### src/rtl/booth_pkg.sv
// Shared types and helpers for the Booth product accumulator.
package booth_pkg;

    localparam int PROD_W = 16;
    // Widest accumulator the sign-extension helper supports.
    localparam int SEXT_W = 64;

    typedef enum logic {ST_ACC, ST_DONE} mac_state_t;

    function automatic logic [SEXT_W-1:0] sext_prod(input logic [PROD_W-1:0] p);
        return {{(SEXT_W-PROD_W){p[PROD_W-1]}}, p};
    endfunction

endpackage

### src/rtl/mac_sat_add.sv
// Combinational signed W-bit adder with overflow flag.
// MAC_SAT_EN defined: clamp to the signed range on overflow; otherwise wrap.
module mac_sat_add
#(
    parameter int W = 32
)
(
    input  logic [W-1:0] a,
    input  logic [W-1:0] b,
    output logic [W-1:0] sum,
    output logic         ovf
);
    import booth_pkg::*;

    logic [W-1:0] raw;

    always_comb begin
        raw = a + b;
        ovf = (a[W-1] == b[W-1]) && (raw[W-1] != a[W-1]);
`ifdef MAC_SAT_EN
        sum = raw;
        if (ovf) begin
            sum = a[W-1] ? {1'b1, {(W-1){1'b0}}} : {1'b0, {(W-1){1'b1}}};
        end
`else
        sum = raw;
`endif
    end

endmodule

### src/rtl/booth_mac_accumulator.sv
// Accumulates signed 16-bit products into one ACC_W-bit sum per frame.
// MAC_SAT_EN selects saturating rather than wrapping accumulation.
module booth_mac_accumulator
    import booth_pkg::*;
#(
    parameter int ACC_W     = 32,
    parameter int MAX_TERMS = 256,
    parameter int CNT_W     = 9
)
(
    input  logic              clk,
    input  logic              rst,
    input  logic              clear,
    input  logic              in_valid,
    output logic              in_ready,
    input  logic [PROD_W-1:0] in_product,
    input  logic              in_last,
    output logic              out_valid,
    input  logic              out_ready,
    output logic [ACC_W-1:0]  out_acc,
    output logic [CNT_W-1:0]  out_count,
    output logic              out_ovf
);

    mac_state_t       state_q, state_d;
    logic [ACC_W-1:0] acc_q, acc_d;
    logic [CNT_W-1:0] cnt_q, cnt_d;
    logic             ovf_q, ovf_d;
    logic             out_valid_q, out_valid_d;
    logic [ACC_W-1:0] out_acc_q, out_acc_d;
    logic [CNT_W-1:0] out_count_q, out_count_d;
    logic             out_ovf_q, out_ovf_d;

    logic [ACC_W-1:0] prod_ext;
    logic [ACC_W-1:0] add_sum;
    logic             add_ovf;
    logic             in_xfer;
    logic             close;
    logic [CNT_W-1:0] cnt_inc;
    logic             ovf_next;

    assign prod_ext = ACC_W'(sext_prod(in_product));

    mac_sat_add #(.W(ACC_W)) u_add (
        .a   (acc_q),
        .b   (prod_ext),
        .sum (add_sum),
        .ovf (add_ovf)
    );

    assign in_ready  = (state_q == ST_ACC) && !rst;
    assign out_valid = out_valid_q;
    assign out_acc   = out_acc_q;
    assign out_count = out_count_q;
    assign out_ovf   = out_ovf_q;

    always_comb begin
        in_xfer  = in_valid && in_ready;
        cnt_inc  = cnt_q + CNT_W'(1);
        ovf_next = ovf_q | add_ovf;
        close    = in_xfer && (in_last || (cnt_inc == CNT_W'(MAX_TERMS)));

        state_d     = state_q;
        acc_d       = acc_q;
        cnt_d       = cnt_q;
        ovf_d       = ovf_q;
        out_valid_d = out_valid_q;
        out_acc_d   = out_acc_q;
        out_count_d = out_count_q;
        out_ovf_d   = out_ovf_q;

        // clear outranks both the input transfer and the output handshake
        if (clear) begin
            state_d     = ST_ACC;
            acc_d       = '0;
            cnt_d       = '0;
            ovf_d       = 1'b0;
            out_valid_d = 1'b0;
        end else begin
            case (state_q)
                ST_ACC: begin
                    if (close) begin
                        out_acc_d   = add_sum;
                        out_count_d = cnt_inc;
                        out_ovf_d   = ovf_next;
                        out_valid_d = 1'b1;
                        acc_d       = '0;
                        cnt_d       = '0;
                        ovf_d       = 1'b0;
                        state_d     = ST_DONE;
                    end else if (in_xfer) begin
                        acc_d = add_sum;
                        cnt_d = cnt_inc;
                        ovf_d = ovf_next;
                    end
                end
                ST_DONE: begin
                    if (out_ready) begin
                        out_valid_d = 1'b0;
                        state_d     = ST_ACC;
                    end
                end
                default: state_d = ST_ACC;
            endcase
        end
    end

    always_ff @(posedge clk or posedge rst) begin
        if (rst) begin
            state_q     <= ST_ACC;
            acc_q       <= '0;
            cnt_q       <= '0;
            ovf_q       <= 1'b0;
            out_valid_q <= 1'b0;
            out_acc_q   <= '0;
            out_count_q <= '0;
            out_ovf_q   <= 1'b0;
        end else begin
            state_q     <= state_d;
            acc_q       <= acc_d;
            cnt_q       <= cnt_d;
            ovf_q       <= ovf_d;
            out_valid_q <= out_valid_d;
            out_acc_q   <= out_acc_d;
            out_count_q <= out_count_d;
            out_ovf_q   <= out_ovf_d;
        end
    end

endmodule

### config.mk
export PLATFORM = sky130hd
export DESIGN_NAME = booth_mac_accumulator
export DESIGN_NICKNAME = d
export VERILOG_FILES = /design/src/rtl/booth_pkg.sv /design/src/rtl/mac_sat_add.sv /design/src/rtl/booth_mac_accumulator.sv
export SDC_FILE = /design/constraint.sdc
export NUM_CORES = 1
export LEC_CHECK = 0
export BUFFER_PORTS_ARGS = -buffer_cell sky130_fd_sc_hd__buf_2
export CAP_MARGIN = 15
export CELL_PAD_IN_SITES_DETAIL_PLACEMENT = 2
export CELL_PAD_IN_SITES_GLOBAL_PLACEMENT = 2
export CORE_UTILIZATION = 38
export CTS_CLUSTER_SIZE = 25
export DETAILED_ROUTE_END_ITERATION = 7
export PLACE_DENSITY = 0.9
export SETUP_SLACK_MARGIN = 0.2
export SLEW_MARGIN = 20
export SYNTH_ARGS = -nofsm -noshare
export SYNTH_HDL_FRONTEND = slang
export SYNTH_HIERARCHICAL = 1
export SYNTH_SLANG_ARGS = --single-unit
### constraint.sdc
create_clock -name clk -period 3.5 [get_ports clk]
set_clock_uncertainty 0.2 [all_clocks]
set_input_delay 0.175 -clock clk [delete_from_list [all_inputs] [get_ports clk]]
set_output_delay 0.175 -clock clk [all_outputs]
set_load 0.1 [all_outputs]
# After elaboration in Yosys (flattened, before gate mapping)
# Index checks and enable logic that the tools add are counted.
dict set report totals {
  mem_bits_ro 0
  latchBits 0
  mem_count 0
  ram_bits 0
  reg_bits 86
}
dict set report classes {
  n_addsub 2
  n_div 0
  magnitude_cmp 0
  n_eq_ne 6
  reduce_logical 10
  mux 20
  shift 0
  n_bitwise 3
  multipliers 0
}
# cell n
set op_table {}
lappend op_table {{$mux W32} 4}
lappend op_table {{$mux W9} 4}
lappend op_table {{$add A32 B32 Y32} 1}
lappend op_table {{$mux W1} 10}
lappend op_table {{$add A9 B1 Y9 const B} 1}
lappend op_table {{$eq A9 B9 Y1 const B} 1}
lappend op_table {{$ne A3 B3 Y1 const B} 2}
lappend op_table {{$logic_and A1 B1 Y1} 4}
lappend op_table {{$pmux W1 S2} 2}
lappend op_table {{$reduce_and A2 Y1} 2}
lappend op_table {{$reduce_and A3 Y1} 1}
lappend op_table {{$reduce_bool A3 Y1} 1}
lappend op_table {{$ne A2 B2 Y1 const B} 1}
lappend op_table {{$not A1 Y1} 2}
lappend op_table {{$eq A1 B1 Y1} 1}
lappend op_table {{$logic_not A1 Y1} 1}
lappend op_table {{$logic_or A1 B1 Y1} 1}
lappend op_table {{$ne A1 B1 Y1} 1}
lappend op_table {{$or A1 B1 Y1} 1}

# Logic depth before layout (Yosys ltp)
# Gate-level depths: netlist of the first run.
dict set report depth {
  ltp_word 8
  mapped_depth 12
  depth_no_buf 12
}

# Modules after synthesis
# Netlist of the first run, hierarchy kept.
# module area_per_inst_um2 cells_each seq_area_each_um2 n_inst
set by_module_without_submodules {}
lappend by_module_without_submodules {booth_mac_accumulator 3915.0 334 2152.1 1}
lappend by_module_without_submodules {mac_sat_add 1651.6 226 0.0 1}

# Worst setup path after synthesis of the first run
# No wires, ideal clock.
dict set report synth_path {
  kind {register to register}
  startpoint {reg acc_q[0]}
  endpoint {reg out_acc_q[28] (netlist: out_acc[28])}
  slack_ns 0.496
  period_less_slack_ns 3.004
  path_buffers 0
  arrival_ns 2.678
  setup_ns 0.125
  t_required_ns 3.175
  path_stages_with_launch 12
  path_cell_list {dfrtp_1 -> ha_1 -> fa_1 -> a21oi_1 -> o211ai_1 -> a21o_1 -> a211oi_2 -> o21ai_2 -> a311o_1 -> a21oi_2 -> xnor2_1 -> mux2_4}
}
dict set report synth_between {
  elab_chain_len 1
}
# item line
set synth_lines {}
lappend synth_lines {{start, declared} booth_mac_accumulator.sv:26} ;# logic [ACC_W-1:0] acc_q, acc_d;
lappend synth_lines {{start signal, assigned} booth_mac_accumulator.sv:111} ;# acc_q <= '0;
lappend synth_lines {{start signal, assigned} booth_mac_accumulator.sv:120} ;# acc_q <= acc_d;
lappend synth_lines {{$add A32 B32 Y32} mac_sat_add.sv:18} ;# raw = a + b;
lappend synth_lines {{named net add_sum[28]} booth_mac_accumulator.sv:35} ;# logic [ACC_W-1:0] add_sum;
lappend synth_lines {{end signal, assigned} booth_mac_accumulator.sv:124} ;# out_acc_q <= out_acc_d;
lappend synth_lines {{end, declared} booth_mac_accumulator.sv:30} ;# logic [ACC_W-1:0] out_acc_q, out_acc_d;
# The timed path passes the listed nets, and every way through them passes these cells.
# A chain may end at the register's enable or synchronous reset.

# Final worst setup path of the first run
dict set report layout_path {
  startpoint {reg acc_q[0]}
  endpoint {reg out_acc_q[30] (netlist: out_acc[30])}
}
# Same word-level chain as after synthesis.

==> run summary, run 1 <==
Final-report max-slew violation count = 0
Sw power = 1.73 mW
Ys flop type = dfrtp_1
Clk Latency, worst-skew pair = 0.36 ns
Peak supply drop = 0.290 mV
Share of layout cells above drive strength 1 = 0.296
Async SR Flop Fraction = 1.00
Routed WL = 19900 µm
Hold WC Path Type = in2reg
Via density = 6.15
#FFs+latches synth = 86
Arrival time worst endpoint = 3.36 ns
Routed len/inst = 24.7 µm
P_int = 2.15 mW
Vias in the first global route = 5336
Highest Clock Rate = 0.302 GHz
Starting DRC count in detailed routing = 293
Root Buffer = clkbuf_16
Status = complete, no violations
Yosys top cell area share = 0.387
Die height = 123 µm
Iteration count of the initial detailed-routing pass = 4
Max_cap viols = 0
Finished layout cell area = 6520 µm²
Die ar. = 15100 µm²
Switching part of the total = 0.446
Final Hold Viols = 0
Worst Setup End Kind = flop
Worst-path clk slew = 0.08 ns
CP Class = reg2reg
Syn Inst Count = 560
DIE WIDTH = 123 µm
Most common cell in the netlist = dfrtp_1
Mapped Nets = 615
First-pass GRT wire length = 29900 µm
Clock buffer depth = 2
Post-layout util = 0.463
Starting Density = 0.395
Row cnt = 43
Final setup vio count = 0
Initial antenna violation count = 0
GRT Resource Usage Total = 0.261
Clock sinks = 86
Syn_area_per_cell = 9.94 µm²
Synth Cell Area = 5570 µm²
Synth area leaders = dfrtp_1, mux2_4, ha_1, a21oi_1, nand4_1
EDFF count, synth = 0
Placed instance count = 780
Combinational share of power = 0.396
WHS = 0.0550 ns
Tightest Pin Transition = 0.891 ns
Fin Setup TNS = 0 ns
Post-DP HPWL = 12000 µm
Flop pwr share = 0.310
P_leak = 3.14 nW
Residual DRC = 0
Placer Congestion = 0.817
YS warnings = 6
CP max FO = 3
CTS tree = built
Placed Area = 6020 µm²
RSZ-0062 raised after global routing = true
Synth unique cells = 66
Largest net degree at the start of global routing = 49
Post-route minimum period = 3.31 ns
I/O Pins = 66
Area Growth Syn to Fin = 17.2%
Crit path launch type = flop
Final worst-path cycle share = 0.947
# nets final = 674
Clk network pwr share = 0.294
Number of H-tree levels = 3
Vias post-DR = 4942
# port buffers = 65
Diodes inserted = 0
Top cells by count, synth = dfrtp_1, a21oi_1, nand2_1
Core box area = 14100 µm²
Layout Cells excl Fill = 804
Seq/Total Area, Yosys = 0.387
ANT nets after route = 0
Synth area leader = dfrtp_1
Total CTS buffers = 9
Rel. slew slack = 0.406
PD cells = 596 nW/µm²
Req. time, crit path = 3.55 ns
GR Overflow Total = 0
-- per-stage QoR --
| step | power, mW | setup WS [ns] |
|---|---|---|
| 6_report | 3.89 | 0.187 |
| 5_1_grt | 4.00 | 0.0643 |
| 4_1_cts | 3.87 | 0.179 |
| 3_5_place_dp | 2.72 | 0.120 |
| 3_3_place_gp | 2.68 | 0.206 |
| 2_1_floorplan | 2.44 | 0.496 |
-- routing by layer --
metal,up-vias,global-route usage,share of wire
met5,-,0,0
met4,0,0.117,0.035
met3,51,0.0318,0.033
met2,153,0.446,0.50
met1,2553,0.330,0.43
li1,2185,-,-
-- final timing paths --
check / start / end / slack (ns) / cells past startpoint
min in group asynchronous: rst / state_q / 0.26 / 3
max in group asynchronous: rst / acc_q[19] / 1.96 / 4
setup / recovery: acc_q[0] / out_acc[30] / 0.19 / 12
setup reg to reg: acc_q[0] / out_acc[30] / 0.19 / 12
hold reg to reg: out_count[0] / out_count[0] / 0.29 / 1
hold / removal: in_product[0] / out_acc[0] / 0.05 / 3
-- cell families after synthesis --
kind of cell / synth area share
AO/OA/AOI/OAI: 0.185
AND/OR/NAND/NOR: 0.147
flip-flops: 0.387
multiplexers: 0.111
buffers and inverters: 0.0382
XOR/XNOR: 0.0566
adder cells (fa/ha/maj): 0.0755
-- cell usage in the layout, fill, tap and decap left out, types with 15 or more instances in the layout --
| cell | instances |
|---|---|
| o21ai_0 | 21 |
| ha_1 | 29 |
| a21oi_1 | 63 |
| xnor2_1 | 20 |
| nand4_1 | 42 |
| mux2_4 | 36 |
| buf_2 | 65 |
| a21oi_2 | 16 |
| dfrtp_1 | 86 |
| a21o_1 | 22 |
| xor2_1 | 15 |
| nand2_1 | 61 |
-- timing repair --
item                                   CTS  global route
setup endpoints to repair                6            14
buffers inserted                         1             4
gates resized for setup                  5            15
pin swaps                                1            12
endpoints found under the hold margin   34             0
hold buffers                             3             0
-- final cells by class --
type                    count  area [µm²]
multi-input cells         432        3320
flip-flops and latches     86        2150
repair buffers             82         460
clock buffers               9         225
well taps                 180         225
inverters                   8        31.3
fillers                  1497        7570
clock inverters             7         113
-- power groups by stage --
stage | Clock [mW] | Combinational [mW] | Sequential (mW)
2_1_floorplan | 0 | 0.406 | 2.04
3_3_place_gp | 0 | 1.47 | 1.21
3_5_place_dp | 0 | 1.50 | 1.22
4_1_cts | 1.15 | 1.52 | 1.20
5_1_grt | 1.19 | 1.59 | 1.22
6_report | 1.14 | 1.54 | 1.20
-- critical path, cell delays in order, from the launching register on --
cell and delay, ns:
dfrtp_1 0.40, ha_2 0.22, fa_2 0.40, a21oi_2 0.18, o211ai_1 0.18, a21o_1 0.28, a21oi_1 0.15, o21ai_0 0.12
a21oi_2 0.27, o21ai_0 0.18, xor2_1 0.21, buf_4 0.15, mux2_2 0.26
-- flip-flops by register name (all words and copies together) (netlist names) --
name and flops:
cnt_q 9, acc_q 32, state_q 1, out_count 9, out_acc 32, out_ovf 1, out_valid 1, ovf_q 1
(Power assumes the default switching activity.)
==> inputs of run 2 (changes only) <==
Settings changed: RECOVER_POWER from default to 100.
==> run summary, run 2 (synthesis results as in run 1) <==
Layout Cells excl Fill = 804
Post-route minimum period = 3.33 ns
Clk network pwr share = 0.301
Final-report max-slew violation count = 75
Tot Pwr = 3.78 mW
Initial antenna violation count = 0
Placed Area = 6020 µm²
Flop pwr share = 0.318
Req. time, crit path = 3.58 ns
Placer Congestion = 0.817
Rel. slew slack = -0.0935
Number of H-tree levels = 3
Max stage delay cell, worst path = dfrtp_1
Row cnt = 43
# nets final = 674
Vias in the first global route = 5336
CTS tree = built
P_leak = 2.85 nW
Max_cap viols = 2
Diodes inserted = 0
GRT Resource Usage Total = 0.261
First-pass GRT wire length = 29900 µm
Switching part of the total = 0.457
Tightest Pin Transition = 1.64 ns
Status = complete, but fails checks
Highest Clock Rate = 0.301 GHz
Residual DRC = 0
CP delay by family, top = compound AO/OA/AOI/OAI gates
Worst-path clk slew = 0.07 ns
Routed WL = 19900 µm
PD cells = 600 nW/µm²
RR Startpoint = acc_q[0]
Sw power = 1.73 mW
Clock buffer depth = 2
Post-layout util = 0.448
Die height = 123 µm
Hold_sp = in_product[0]
Violated checks = max-capacitance violations, max-slew violations
CP Class = reg2reg
Origin of the worst setup path = acc_q[0]
Final WS setup = 0.173 ns
Crit path launch type = flop
Share of layout cells above drive strength 1 = 0.167
Total CTS buffers = 9
RSZ-0062 raised after global routing = true
Arrival time worst endpoint = 3.40 ns
CP dominant cell by count = a21oi_2
Clk Latency, worst-skew pair = 0.36 ns
Placed instance count = 780
P_int = 2.06 mW
Pre-CTS WS = 0.120 ns
# port buffers = 65
Post-DP HPWL = 12000 µm
Starting DRC count in detailed routing = 315
Core box area = 14100 µm²
Die ar. = 15100 µm²
Final setup vio count = 0
Starting Density = 0.395
Peak supply drop = 0.288 mV
Hold WC Path Type = in2reg
I/O Pins = 66
Critical path cell sequence = ha_2 > fa_2 > a21oi_2 > o211ai_1 > a21o_1 > a211oi_2 > o21ai_2 > a311o_1 > a21oi_2 > xnor2_2 > nand4_1 > a21oi_2
WHS = 0.0444 ns
Final worst-path cycle share = 0.951
CP max FO = 3
Worst Setup End Kind = flop
Root Buffer = clkbuf_16
Buf/Inv on CP = 0
GR Overflow Total = 0
Combinational share of power = 0.381
Iteration count of the initial detailed-routing pass = 4
FILL cells = 1554
Fin Setup TNS = 0 ns
Largest net degree at the start of global routing = 49
Area Growth Syn to Fin = 13.4%
Commonest non-fill, non-tap cells in the layout = dfrtp_1, a21oi_1, nand2_1
Commonest non-fill, non-tap cell in the layout = dfrtp_1
DIE WIDTH = 123 µm
Routed len/inst = 24.8 µm
ANT nets after route = 0
Finished layout cell area = 6310 µm²
Vias post-DR = 4958
Final Hold Viols = 0
Clock sinks = 86
Via density = 6.17
Max incr delay on CP = 0.40 ns
-- run 2: worst paths after layout --
| path | to | slack (ns) | cells after the start |
|---|---|---|---|
| max | acc_q[28] | 0.17 | 12 |
| min | out_acc[0] | 0.04 | 3 |
| max in group asynchronous | out_acc[9] | 0.71 | 4 |
| min in group asynchronous | state_q | 0.59 | 3 |
| max reg2reg | acc_q[28] | 0.17 | 12 |
| min reg2reg | out_count[0] | 0.29 | 1 |
-- run 2: worst register-to-register path, stage by stage, from the launching register on --
cell and delay [ns]:
dfrtp_1 0.40, ha_2 0.22, fa_2 0.40, a21oi_2 0.18, o211ai_1 0.18, a21o_1 0.28, a211oi_2 0.29, o21ai_2 0.13
a311o_1 0.30, a21oi_2 0.17, xnor2_2 0.15, nand4_1 0.15, a21oi_2 0.22
-- run 2: cell type report --
type,count,area (µm²),share of cell area
tap,180,225,0.0357
inverter,8,31.3,0.00496
clock buffer,9,225,0.0357
timing repair buffer,82,390,0.0619
multi-input combinational,432,3170,0.503
clock inverter,7,113,0.0178
sequential,86,2150,0.341
-- run 2: what timing repair did --
| action | CTS | global route |
|---|---|---|
| endpoints found under the setup margin | 6 | 14 |
| pin swaps | 1 | 12 |
| endpoints found under the hold margin | 34 | 0 |
| gates resized for setup | 5 | 15 |
| buffers inserted | 1 | 4 |
| hold buffers | 3 | 0 |
-- run 2: power by group through the flow --
stage	Clock, mW	Combinational [mW]	Sequential [mW]
6_report	1.14	1.44	1.20
5_1_grt	1.19	1.49	1.22
4_1_cts	1.15	1.52	1.20
3_5_place_dp	0	1.50	1.22
3_3_place_gp	0	1.47	1.21
2_1_floorplan	0	0.406	2.04
-- run 2: per-layer routing --
| metal | GRT usage | wire [µm] |
|---|---|---|
| met1 | 0.330 | 8620 |
| met2 | 0.446 | 9960 |
| met3 | 0.0318 | 555 |
| met4 | 0.117 | 758 |
| met5 | 0 | 0 |
